## config.mk

```make
export PLATFORM = sky130hd
export DESIGN_NAME = gtfwizard_0_example_gtf_common_qpll_ctl
export DESIGN_NICKNAME = d
export VERILOG_FILES = /design/src/rtl/gtfwizard_0_example_gtf_common_qpll_ctl.sv
export SDC_FILE = /design/constraint.sdc
export NUM_CORES = 1
export LEC_CHECK = 0
export ABC_AREA = 1
export CORE_ASPECT_RATIO = 0.9
export CORE_MARGIN = 2
export CORE_UTILIZATION = 30
export DETAILED_ROUTE_END_ITERATION = 8
export GPL_TIMING_DRIVEN = 0
export SETUP_SLACK_MARGIN = 0.3
export SKIP_CTS_REPAIR_TIMING = 1
export SYNTH_ARGS = -nofsm -noshare
export SYNTH_HDL_FRONTEND = slang
export SYNTH_SLANG_ARGS = --single-unit
```

## constraint.sdc

```tcl
create_clock -name gtf_cm_drpclk -period 2.8 [get_ports gtf_cm_drpclk]
set_clock_uncertainty 0.1 [all_clocks]
set_input_delay 0.56 -clock gtf_cm_drpclk [delete_from_list [all_inputs] [get_ports gtf_cm_drpclk]]
set_output_delay 0.56 -clock gtf_cm_drpclk [all_outputs]
set_load 0.01 [all_outputs]
```

## src/rtl/gtfwizard_0_example_gtf_common_qpll_ctl.sv

```systemverilog
// QPLL0 bring-up controller for GTF_COMMON.
// Sequence: power-down hold, reset hold, lock wait with bounded retries,
// locked monitoring with loss recovery, and a terminal fail state.
// Optional macro GTF_CM_QPLL_LOCK_FILTER_EN qualifies lock in WAIT_LOCK with a
// LOCK_STABLE-cycle consecutive-high filter; loss detection stays unfiltered.
module gtfwizard_0_example_gtf_common_qpll_ctl #(
  parameter int unsigned PD_CYCLES    = 16,
  parameter int unsigned RST_CYCLES   = 32,
  parameter int unsigned LOCK_TIMEOUT = 65536,
  parameter int unsigned MAX_RETRIES  = 3,
  parameter int unsigned LOCK_STABLE  = 64
) (
  input  logic       gtf_cm_drpclk,
  input  logic       gtf_cm_sys_rst,
  input  logic       gtf_cm_qpll_start,
  input  logic       gtf_cm_qpll0lock,
  input  logic       gtf_cm_qpll0refclklost,
  output logic       gtf_cm_qpll0pd,
  output logic       gtf_cm_qpll0reset,
  output logic       gtf_cm_qpll_ready,
  output logic       gtf_cm_qpll_fail,
  output logic [3:0] gtf_cm_qpll_retry_cnt,
  output logic [2:0] gtf_cm_qpll_state
);

  typedef enum logic [2:0] {
    IDLE      = 3'd0,
    PWRDN     = 3'd1,
    RESET     = 3'd2,
    WAIT_LOCK = 3'd3,
    LOCKED    = 3'd4,
    FAIL      = 3'd5
  } state_t;

  if (PD_CYCLES == 0 || RST_CYCLES == 0 || LOCK_TIMEOUT < 2 || MAX_RETRIES > 15) begin : g_param_check
    $error("qpll_ctl: parameter out of range");
  end

  state_t      state_q, state_d;
  logic [31:0] cnt_q, cnt_d;
  logic [3:0]  retry_q, retry_d;
  logic        lock_meta_q, lock_sync_q;
  logic        lost_meta_q, lost_sync_q;
  logic        pd_q, pd_d;
  logic        rst_q, rst_d;
  logic        ready_q, ready_d;
  logic        fail_q, fail_d;
  logic        lock_valid;

  // Two-flop synchronizers for the asynchronous GTF_COMMON status pins
  always_ff @(posedge gtf_cm_drpclk) begin
    if (gtf_cm_sys_rst) begin
      lock_meta_q <= 1'b0;
      lock_sync_q <= 1'b0;
      lost_meta_q <= 1'b0;
      lost_sync_q <= 1'b0;
    end else begin
      lock_meta_q <= gtf_cm_qpll0lock;
      lock_sync_q <= lock_meta_q;
      lost_meta_q <= gtf_cm_qpll0refclklost;
      lost_sync_q <= lost_meta_q;
    end
  end

`ifdef GTF_CM_QPLL_LOCK_FILTER_EN
  logic [31:0] filt_q, filt_d;

  // Consecutive-high lock counter, active only in WAIT_LOCK, saturating at LOCK_STABLE
  always_comb begin
    filt_d = '0;
    if (state_q == WAIT_LOCK && lock_sync_q) begin
      filt_d = (filt_q == LOCK_STABLE) ? filt_q : filt_q + 32'd1;
    end
  end

  // Filter count register
  always_ff @(posedge gtf_cm_drpclk) begin
    if (gtf_cm_sys_rst) begin
      filt_q <= '0;
    end else begin
      filt_q <= filt_d;
    end
  end

  assign lock_valid = lock_sync_q && (filt_q == LOCK_STABLE);
`else
  localparam int unsigned unused_lock_stable = LOCK_STABLE;

  assign lock_valid = lock_sync_q;
`endif

  // Next-state, phase counter and retry bookkeeping
  always_comb begin
    state_d = state_q;
    cnt_d   = cnt_q + 32'd1;
    retry_d = retry_q;
    case (state_q)
      IDLE: begin
        cnt_d = '0;
        if (gtf_cm_qpll_start) begin
          state_d = PWRDN;
          retry_d = '0;
        end
      end
      PWRDN: begin
        if (cnt_q == PD_CYCLES - 32'd1) begin
          state_d = RESET;
        end
      end
      RESET: begin
        if (cnt_q == RST_CYCLES - 32'd1) begin
          state_d = WAIT_LOCK;
        end
      end
      WAIT_LOCK: begin
        // Lock wins over a coincident timeout
        if (lock_valid) begin
          state_d = LOCKED;
        end else if (cnt_q == LOCK_TIMEOUT - 32'd1) begin
          if (retry_q < 4'(MAX_RETRIES)) begin
            retry_d = retry_q + 4'd1;
            state_d = RESET;
          end else begin
            state_d = FAIL;
          end
        end
      end
      LOCKED: begin
        cnt_d = '0;
        if (!lock_sync_q || lost_sync_q) begin
          state_d = RESET;
          retry_d = '0;
        end
      end
      FAIL: begin
        cnt_d = '0;
        if (gtf_cm_qpll_start) begin
          state_d = PWRDN;
          retry_d = '0;
        end
      end
      default: begin
        state_d = IDLE;
        cnt_d   = '0;
        retry_d = '0;
      end
    endcase
    if (state_d != state_q) begin
      cnt_d = '0;
    end
  end

  // Output decode from next state so registered outputs track the state register
  always_comb begin
    pd_d    = (state_d == IDLE) || (state_d == PWRDN) || (state_d == FAIL);
    rst_d   = (state_d != WAIT_LOCK) && (state_d != LOCKED);
    ready_d = (state_d == LOCKED);
    fail_d  = (state_d == FAIL);
  end

  // State, counters and registered outputs
  always_ff @(posedge gtf_cm_drpclk) begin
    if (gtf_cm_sys_rst) begin
      state_q <= IDLE;
      cnt_q   <= '0;
      retry_q <= '0;
      pd_q    <= 1'b1;
      rst_q   <= 1'b1;
      ready_q <= 1'b0;
      fail_q  <= 1'b0;
    end else begin
      state_q <= state_d;
      cnt_q   <= cnt_d;
      retry_q <= retry_d;
      pd_q    <= pd_d;
      rst_q   <= rst_d;
      ready_q <= ready_d;
      fail_q  <= fail_d;
    end
  end

  assign gtf_cm_qpll0pd        = pd_q;
  assign gtf_cm_qpll0reset     = rst_q;
  assign gtf_cm_qpll_ready     = ready_q;
  assign gtf_cm_qpll_fail      = fail_q;
  assign gtf_cm_qpll_retry_cnt = retry_q;
  assign gtf_cm_qpll_state     = state_q;

endmodule

```

* Word level (Yosys, flattened, before mapping) *
Index checks and enable logic that the tools add are counted.

storage, ports and cells
  bits in registers = 47
  bits in latches = 0
  bits in writable memories = 0
  ROM bits = 0
  input bits = 5
  output and inout bits = 11
  word-level logic and storage cells = 61
  memories kept = 0

cells by class
  add/subtract/negate cells = 2
  multipliers = 0
  div/mod/pow operators = 0
  $lt $le $gt $ge = 1
  equality and inequality tests = 19
  shifts and indexed selects = 0
  mux-type cells = 14
  bitwise logic cells = 2
  reductions and logical operators = 12

operator list
  kind                     count
  $add A32 B1 Y32 const B  1
  $eq A32 B16 Y1 const B   1
  $eq A32 B4 Y1 const B    1
  $eq A32 B5 Y1 const B    1
  $mux W3                  7
  $mux W4                  5
  $pmux W4 S4              1
  $pmux W3 S5              1
  $eq A3 B3 Y1 const B     4
  $ne A2 B2 Y1 const B     4
  $eq A3 B1 Y1 const B     2
  $eq A3 B2 Y1 const B     2
  $logic_not A3 Y1         2
  $reduce_and A6 Y1        1
  $reduce_or A3 Y1         2
  $add A4 B1 Y4 const B    1
  $lt A4 B2 Y1 const B     1
  $reduce_or A2 Y1         2
  $logic_or A1 B1 Y1       3
  $ne A3 B2 Y1 const B     1
  $ne A3 B3 Y1             1
  $ne A3 B3 Y1 const B     1
  $ne A2 B1 Y1 const B     1
  $not A1 Y1               2
  other kinds (2)          2

* Logic depth before layout (Yosys ltp) *
Gate-level depths: netlist of run 1.

  depth after elaboration = 8
  depth in mapped cells = 13
  depth with buffers taken out = 12

* Worst setup path after synthesis of run 1 *
OpenSTA, ideal clock, no wires.

  path type = reg-to-reg
  start point = register cnt_q[0]
  end point = register cnt_q[0]
  library setup time = 0.118 ns
  data arrival time = 1.722 ns
  setup slack = 0.860 ns
  stages on the path, launching flop included = 14
  path through = dfxtp_1 ha_1 nand3_2 inv_2 nand2_4 nor2_8 inv_2 o21ai_2 nand3_2 nand2_2 nand2_4 nand2_8 buf_12 nor3_2

between the ends
  longest elaborated chain between the ends = 6

ends and longest elaborated chain
  item                               RTL line  source
  from (decl)                        40        logic [31:0] cnt_q, cnt_d;
  from (signal assigned)             173       cnt_q <= cnt_d;
  $eq A32 B16 Y1                     119       end else if (cnt_q == LOCK_TIMEOUT - 32'd1) begin
  $mux W3                            119
  $mux W3                            117       if (lock_valid) begin
  $pmux W3 S5                        97        case (state_q)
  $ne A3 B3 Y1                       148       if (state_d != state_q) begin
  $reduce_or A3 Y1 (no source line)  n/a

Parallel ways exist; a longest one is shown, timed or not.
A chain may end at the register's enable or synchronous reset.

* Final worst setup path of run 1 *
  start point = register cnt_q[0]
  end point = register cnt_q[15]

Same word-level chain as after synthesis.

==> results.py, run 1 <==
metrics = {
    "drt": {
        "wl_per_cell_um": 11.4,
        "ant_nets": 0,
        "num_vias": 2286,
        "firstDrtPassIters": 4,
        "drt_iter0_markers": 80,
        "drc": 0,
        "viasPerCell": 4.51,
        "totalWireLength_mm": 5.76,
    },
    "die": {
        "start_util": 0.305,
        "die-area_mm2": 0.00998,
        "io_pins": 16,
        "fp.dieW_um": 105,
        "core_area_mm2": 0.00904,
        "dieHeight_um": 95.0,
        "core.rowCount": 33,
    },
    "cts": {
        "clock_sinks": 47,
        "h-tree-depth": 2,
        "path_clk_slew_ps": 80,
        "clock_latency_ps": 310,
        "cts_made_buffers": 5,
        "cts_buffer_depth": 2,
        "cts_root_buf": "clkbuf_8",
        "cts_tree": "done",
    },
    "setup_path": {
        "required_ps": 2900,
        "end_kind": "register",
        "cp.arrival_ps": 2340,
        "worst-setup-path-type": "register to register",
        "crit_path_max_fanout": 10,
        "startpoint_type": "register",
    },
    "grt": {
        "grt_pass1_vias": 2248,
        "track_usage": 0.127,
        "grt_overflow": 0,
        "antenna_found_initial": 0,
        "grt_max_degree": 15,
        "grt_pass1_wl_mm": 10.2,
    },
    "placed_design": {
        "gp_congestion": 0.921,
        "placed_cells": 500,
        "port_buffers": 14,
        "hpwlAfterDp_mm": 4.55,
    },
    "synthesis": {
        "yosys-top-cells-area": "dfxtp_1 34%, nor3_2 11%, nand2_1 9.0%",
        "yosys_warnings": 0,
        "yosys.cell_types.count": 31,
        "synth.most_common_cell": "nand2_1",
        "synth.avg_cell_area_um2": 7.58,
        "syn_nets": 371,
        "synth-xor-area-share": 0.0952,
        "synth_top_family_by_area": "simple AND/OR/NAND/NOR gates",
        "yosys.area_share.adder": 0.00907,
        "synth_top_area_frac": 0.341,
        "synth_seq_area_share": 0.341,
        "synth_top_area_cell": "dfxtp_1",
        "synth-edff-count": 0,
        "netlist_area_mm2": 0.00276,
        "synthSimpleGateAreaFrac": 0.417,
        "postSynthCellCount": 364,
        "synth_mux_area_frac": 0,
        "synth_flop_cell": "dfxtp_1",
        "async_flop_share": 0,
        "synthTopCellsByCount": "66 x nand2_1, 53 x inv_1, 50 x nor2_1",
        "synth_compound_area_frac": 0.0245,
        "synth_seq_cells": 47,
    },
    "timing": {
        "finalCritPeriodShare": 0.800,
        "fin_crit_ps": 2240,
        "tightest_slew_ps": 434,
        "fmax_mhz": 446,
        "slew_headroom": 0.709,
        "hold_viol_final": 0,
        "finalSetupTns_ps": 0,
        "slew_viol_final": 0,
        "rsz0062_at_grt": "no",
        "setup_viol": 0,
    },
    "finish": {
        "n_antenna_cell": 0,
        "finalNonFillerCells": 507,
        "layout.nets": 392,
        "drive_above_1_share": 0.174,
        "area_delta_synth_final_pct": 14.5,
    },
    "run_status": {
        "status": "completed",
    },
    "job": {
        "max-cap-violations": 0,
    },
    "pwr": {
        "p_leak_nw": 1.14,
        "peakVddDrop_mv": 0.231,
        "power.density_mw_per_mm2": 428,
    },
    "worst_hold_path": {
        "hold_path.class": "register to register",
    },
}
per-layer routing:
layer,global-route usage,wire [um],vias to the layer above
met4,0.0300,48,0
li1,-,-,1184
met3,0.0352,311,7
met2,0.209,2470,44
met5,0,0,-
met1,0.165,2930,1051
per-stage QoR:
stage               hold slack [ps]  setup WS [ps]  power [W]  instance area (um2)  utilization
detailed placement              303            590   0.000880                 3050        0.338
global placement                295            593   0.000878                 3050        0.338
CTS                             316            552    0.00137                 3160        0.349
floorplan                       288            860   0.000842                 2760            -
global route                    332            362    0.00142                 3160        0.349
finish                          312            560    0.00135                 3160        0.349
state kept, by name (all words and copies together) (netlist names):
signal                 flops
gtf_cm_qpll_ready          1
cnt_q                     32
gtf_cm_qpll_fail           1
gtf_cm_qpll_state          3
gtf_cm_qpll0reset          1
gtf_cm_qpll_retry_cnt      4
gtf_cm_qpll0pd             1
lost_sync_q                1
lock_meta_q                1
lost_meta_q                1
lock_sync_q                1
logic make-up after synthesis:
group	count (synthesis)
AOI/OAI and AO/OA	12
xor gates and xnor gates	30
adders and majority gates	2
buffers and inverters	64
DFF	47
and+or+nand+nor	209
area by class of cell:
class / instances / area (um2)
sequential: 47 / 941
tap: 122 / 153
multi-input combinational: 253 / 1510
inverter: 57 / 214
fill: 974 / 5880
clock inverter: 2 / 37.5
buffer: 7 / 97.6
clock buffer: 5 / 68.8
timing repair buffer: 14 / 140
power breakdown:
part	total, W	switching, W	internal (W)	leakage, nW
clock network	0.000491	0.000230	0.000261	0.0502
registers	0.000682	0.00000746	0.000675	0.380
logic	0.000180	0.000109	0.0000711	0.707
total	0.00135	0.000346	0.00101	1.14
critical path, stage by stage, from the launching register on:
cell     delay [ps]
dfxtp_1         410
ha_1            220
nand3_2         170
inv_2           120
nand2_4          80
nor2_8          180
inv_2            80
o21ai_2         130
nand3_2         110
nand2_2         150
nand2_4          80
nand2_8          90
buf_12          150
nor3_2           40
layout by cell type, fill, tap and decap left out, types with 3 or more instances in the layout:
cell type and count:
a21oi_1 5, buf_12 3, buf_6 3, clkbuf_8 5, clkdlybuf4s50_1 14, dfxtp_1 47, inv_1 53, inv_2 4
nand2_1 66, nand2_2 4, nand3_1 14, nand3_2 5, nand4_1 5, nor2_1 50, nor3_1 23, nor3_2 30
o21ai_0 4, xnor2_1 9, xor2_1 21
worst paths after layout:
| path | start | slack (ps) | endpoint | depth (start not counted) |
|---|---|---|---|---|
| worst min-delay path | lost_meta_q$_SDFF_PP0_ | 310 | lost_sync_q$_SDFF_PP0_ | 2 |
| worst max register to register | cnt_q[0]$_SDFF_PP0_ | 560 | cnt_q[15]$_SDFF_PP0_ | 13 |
| worst max-delay path | cnt_q[0]$_SDFF_PP0_ | 560 | cnt_q[15]$_SDFF_PP0_ | 13 |
| worst min register to register | lost_meta_q$_SDFF_PP0_ | 310 | lost_sync_q$_SDFF_PP0_ | 2 |
Power figures use the tool's default switching activity.
==> run 2, diff against run 1 <==
==> constraint.sdc (replaced) <==
create_clock -name gtf_cm_drpclk -period 2.05 [get_ports gtf_cm_drpclk]
set_clock_uncertainty 0.1 [all_clocks]
set_input_delay 0.41 -clock gtf_cm_drpclk [delete_from_list [all_inputs] [get_ports gtf_cm_drpclk]]
set_output_delay 0.41 -clock gtf_cm_drpclk [all_outputs]
set_load 0.01 [all_outputs]
==> results.py, run 2 (same netlist as run 1, synthesis figures left out) <==
metrics = {
    "setup_path": {
        "worst-path-buf-inv": 3,
        "crit_slowest_cell": "dfxtp_4",
        "end_kind": "register",
        "cp.arrival_ps": 2210,
        "startpoint_type": "register",
        "max_stage_delay_ps": 380,
        "r2r-end": "cnt_q[29]$_SDFF_PP0_",
        "rr_worst_depth": 12,
        "required_ps": 2190,
        "r2r_start": "cnt_q[0]$_SDFF_PP0_",
        "worst-setup-path-type": "register to register",
        "cp_top_family": "simple AND/OR/NAND/NOR gates",
        "crit_path_max_fanout": 6,
        "worstPathCellList": "ha_4, nand3_4, inv_4, nand2_8, nor2_8, inv_4, o21ai_2, nand3_2, nand3_2, nand2_8, buf_12, nor3_4",
        "rrSetupSlack_ps": -20,
    },
    "die": {
        "core.rowCount": 33,
        "fp.dieW_um": 105,
        "io_pins": 16,
        "core_area_mm2": 0.00904,
        "die-area_mm2": 0.00998,
        "dieHeight_um": 95.0,
        "start_util": 0.305,
    },
    "drt": {
        "viasPerCell": 4.51,
        "drt_iter0_markers": 80,
        "firstDrtPassIters": 4,
        "totalWireLength_mm": 6.21,
        "ant_nets": 0,
        "drc": 0,
        "wl_per_cell_um": 11.9,
        "num_vias": 2358,
    },
    "grt": {
        "grt_max_degree": 16,
        "grt_pass1_wl_mm": 10.1,
        "grt_overflow": 0,
        "track_usage": 0.126,
        "grt_pass1_vias": 2194,
        "antenna_found_initial": 0,
    },
    "finish": {
        "finalNonFillerCells": 523,
        "area_delta_synth_final_pct": 26.9,
        "largest_register": "cnt_q",
        "final_cell_mix": "61 x nand2_1, 52 x inv_1, 44 x nor2_1",
        "drive_above_1_share": 0.284,
        "fin_area_mm2": 0.00350,
        "final_common_cell": "nand2_1",
        "layout.nets": 407,
        "largest_reg_flops": 32,
        "n_antenna_cell": 0,
        "final_util": 0.387,
    },
    "cts": {
        "cts_buffer_depth": 2,
        "cts_tree": "done",
        "h-tree-depth": 2,
        "clock_latency_ps": 310,
        "cts_root_buf": "clkbuf_8",
        "clock_sinks": 47,
        "path_clk_slew_ps": 90,
        "cts_made_buffers": 5,
    },
    "timing": {
        "fmax_mhz": 483,
        "slew_viol_final": 0,
        "setup_viol": 22,
        "finalCritPeriodShare": 1.01,
        "fin_crit_ps": 2070,
        "rsz0062_at_grt": "yes",
        "hold_viol_final": 0,
        "finalWorstSetupSlack_ps": -21.2,
        "hold_slack_ps": 304,
        "tightest_slew_ps": 588,
        "slew_headroom": 0.605,
    },
    "job": {
        "max-cap-violations": 0,
    },
    "pwr": {
        "p_leak_nw": 1.39,
        "power.density_mw_per_mm2": 566,
        "peakVddDrop_mv": 0.241,
    },
    "placed_design": {
        "place_area_mm2": 0.00308,
        "hpwlAfterDp_mm": 4.54,
        "dp_slack_ps": -0.752,
        "gp_congestion": 0.905,
        "port_buffers": 14,
        "placed_cells": 500,
    },
    "run_status": {
        "status": "complete, but fails checks",
        "violations": "setup timing",
    },
    "worst_hold_path": {
        "hp-start": "lock_meta_q$_SDFF_PP0_",
        "hold_path.class": "register to register",
        "holdPathEnd": "lock_sync_q$_SDFF_PP0_",
        "whs_path_depth": 2,
    },
}
-- run 2: cell type report --
type                            count  area, um2
Clock inverter                      2       38.8
Tap cell                          122        153
Fill cell                         919       5540
Timing Repair Buffer               29        305
Multi-Input combinational cell    253       1640
Clock buffer                        6       82.6
Sequential cell                    47        963
Buffer                              7        101
Inverter                           57        219
-- run 2: report_power, final --
part           switching [W]  internal (W)
registers          0.0000108      0.000920
logic               0.000177      0.000144
clock network       0.000329      0.000401
total               0.000517       0.00147
-- run 2: how the worst max path moves through the flow --
stage | startpoint | end | slack [ps] | cells past startpoint
after global routing | cnt_q[0]$_SDFF_PP0_ | cnt_q[29]$_SDFF_PP0_ | -110 | 12
after global placement | gtf_cm_qpll_start | cnt_q[9]$_SDFF_PP0_ | 20 | 8
final | cnt_q[0]$_SDFF_PP0_ | cnt_q[29]$_SDFF_PP0_ | -20 | 12
after detailed placement | gtf_cm_qpll_start | cnt_q[22]$_SDFF_PP0_ | -0.8 | 9
after floorplan | cnt_q[0]$_SDFF_PP0_ | cnt_q[0]$_SDFF_PP0_ | 240 | 13
after CTS | cnt_q[0]$_SDFF_PP0_ | cnt_q[9]$_SDFF_PP0_ | -20 | 13
-- run 2: routing by layer --
layer,global-route usage,share of wire,up-vias
met5,0,0,-
met4,0.0278,0.0068,0
met3,0.0345,0.061,5
met2,0.203,0.47,47
met1,0.170,0.46,1088
li1,-,-,1218
-- run 2: per-stage QoR --
step                total power [W]  TNS, ps
floorplan                   0.00116        0
global placement            0.00120        0
detailed placement          0.00121   -0.752
CTS                         0.00194     -257
global route                0.00208    -3200
finish                      0.00198     -214
-- run 2: worst register-to-register path, delay by kind of cell (launching register included) --
family,cells,cell delay (ps)
AOI/OAI and AO/OA,1,110
DFF,1,380
buffers and inverters,3,330
and+or+nand+nor,7,910
adders and majority gates,1,150
==> run 3, diff against run 2 <==
--- a/config.mk
+++ b/config.mk
@@ -9,6 +9,7 @@
 export CORE_ASPECT_RATIO = 0.9
 export CORE_MARGIN = 2
 export CORE_UTILIZATION = 30
+export CTS_CLUSTER_DIAMETER = 120
 export DETAILED_ROUTE_END_ITERATION = 8
 export GPL_TIMING_DRIVEN = 0
 export SETUP_SLACK_MARGIN = 0.3
==> results of run 3 <==
Final layout, timing and power as in run 2 (identical DEF).
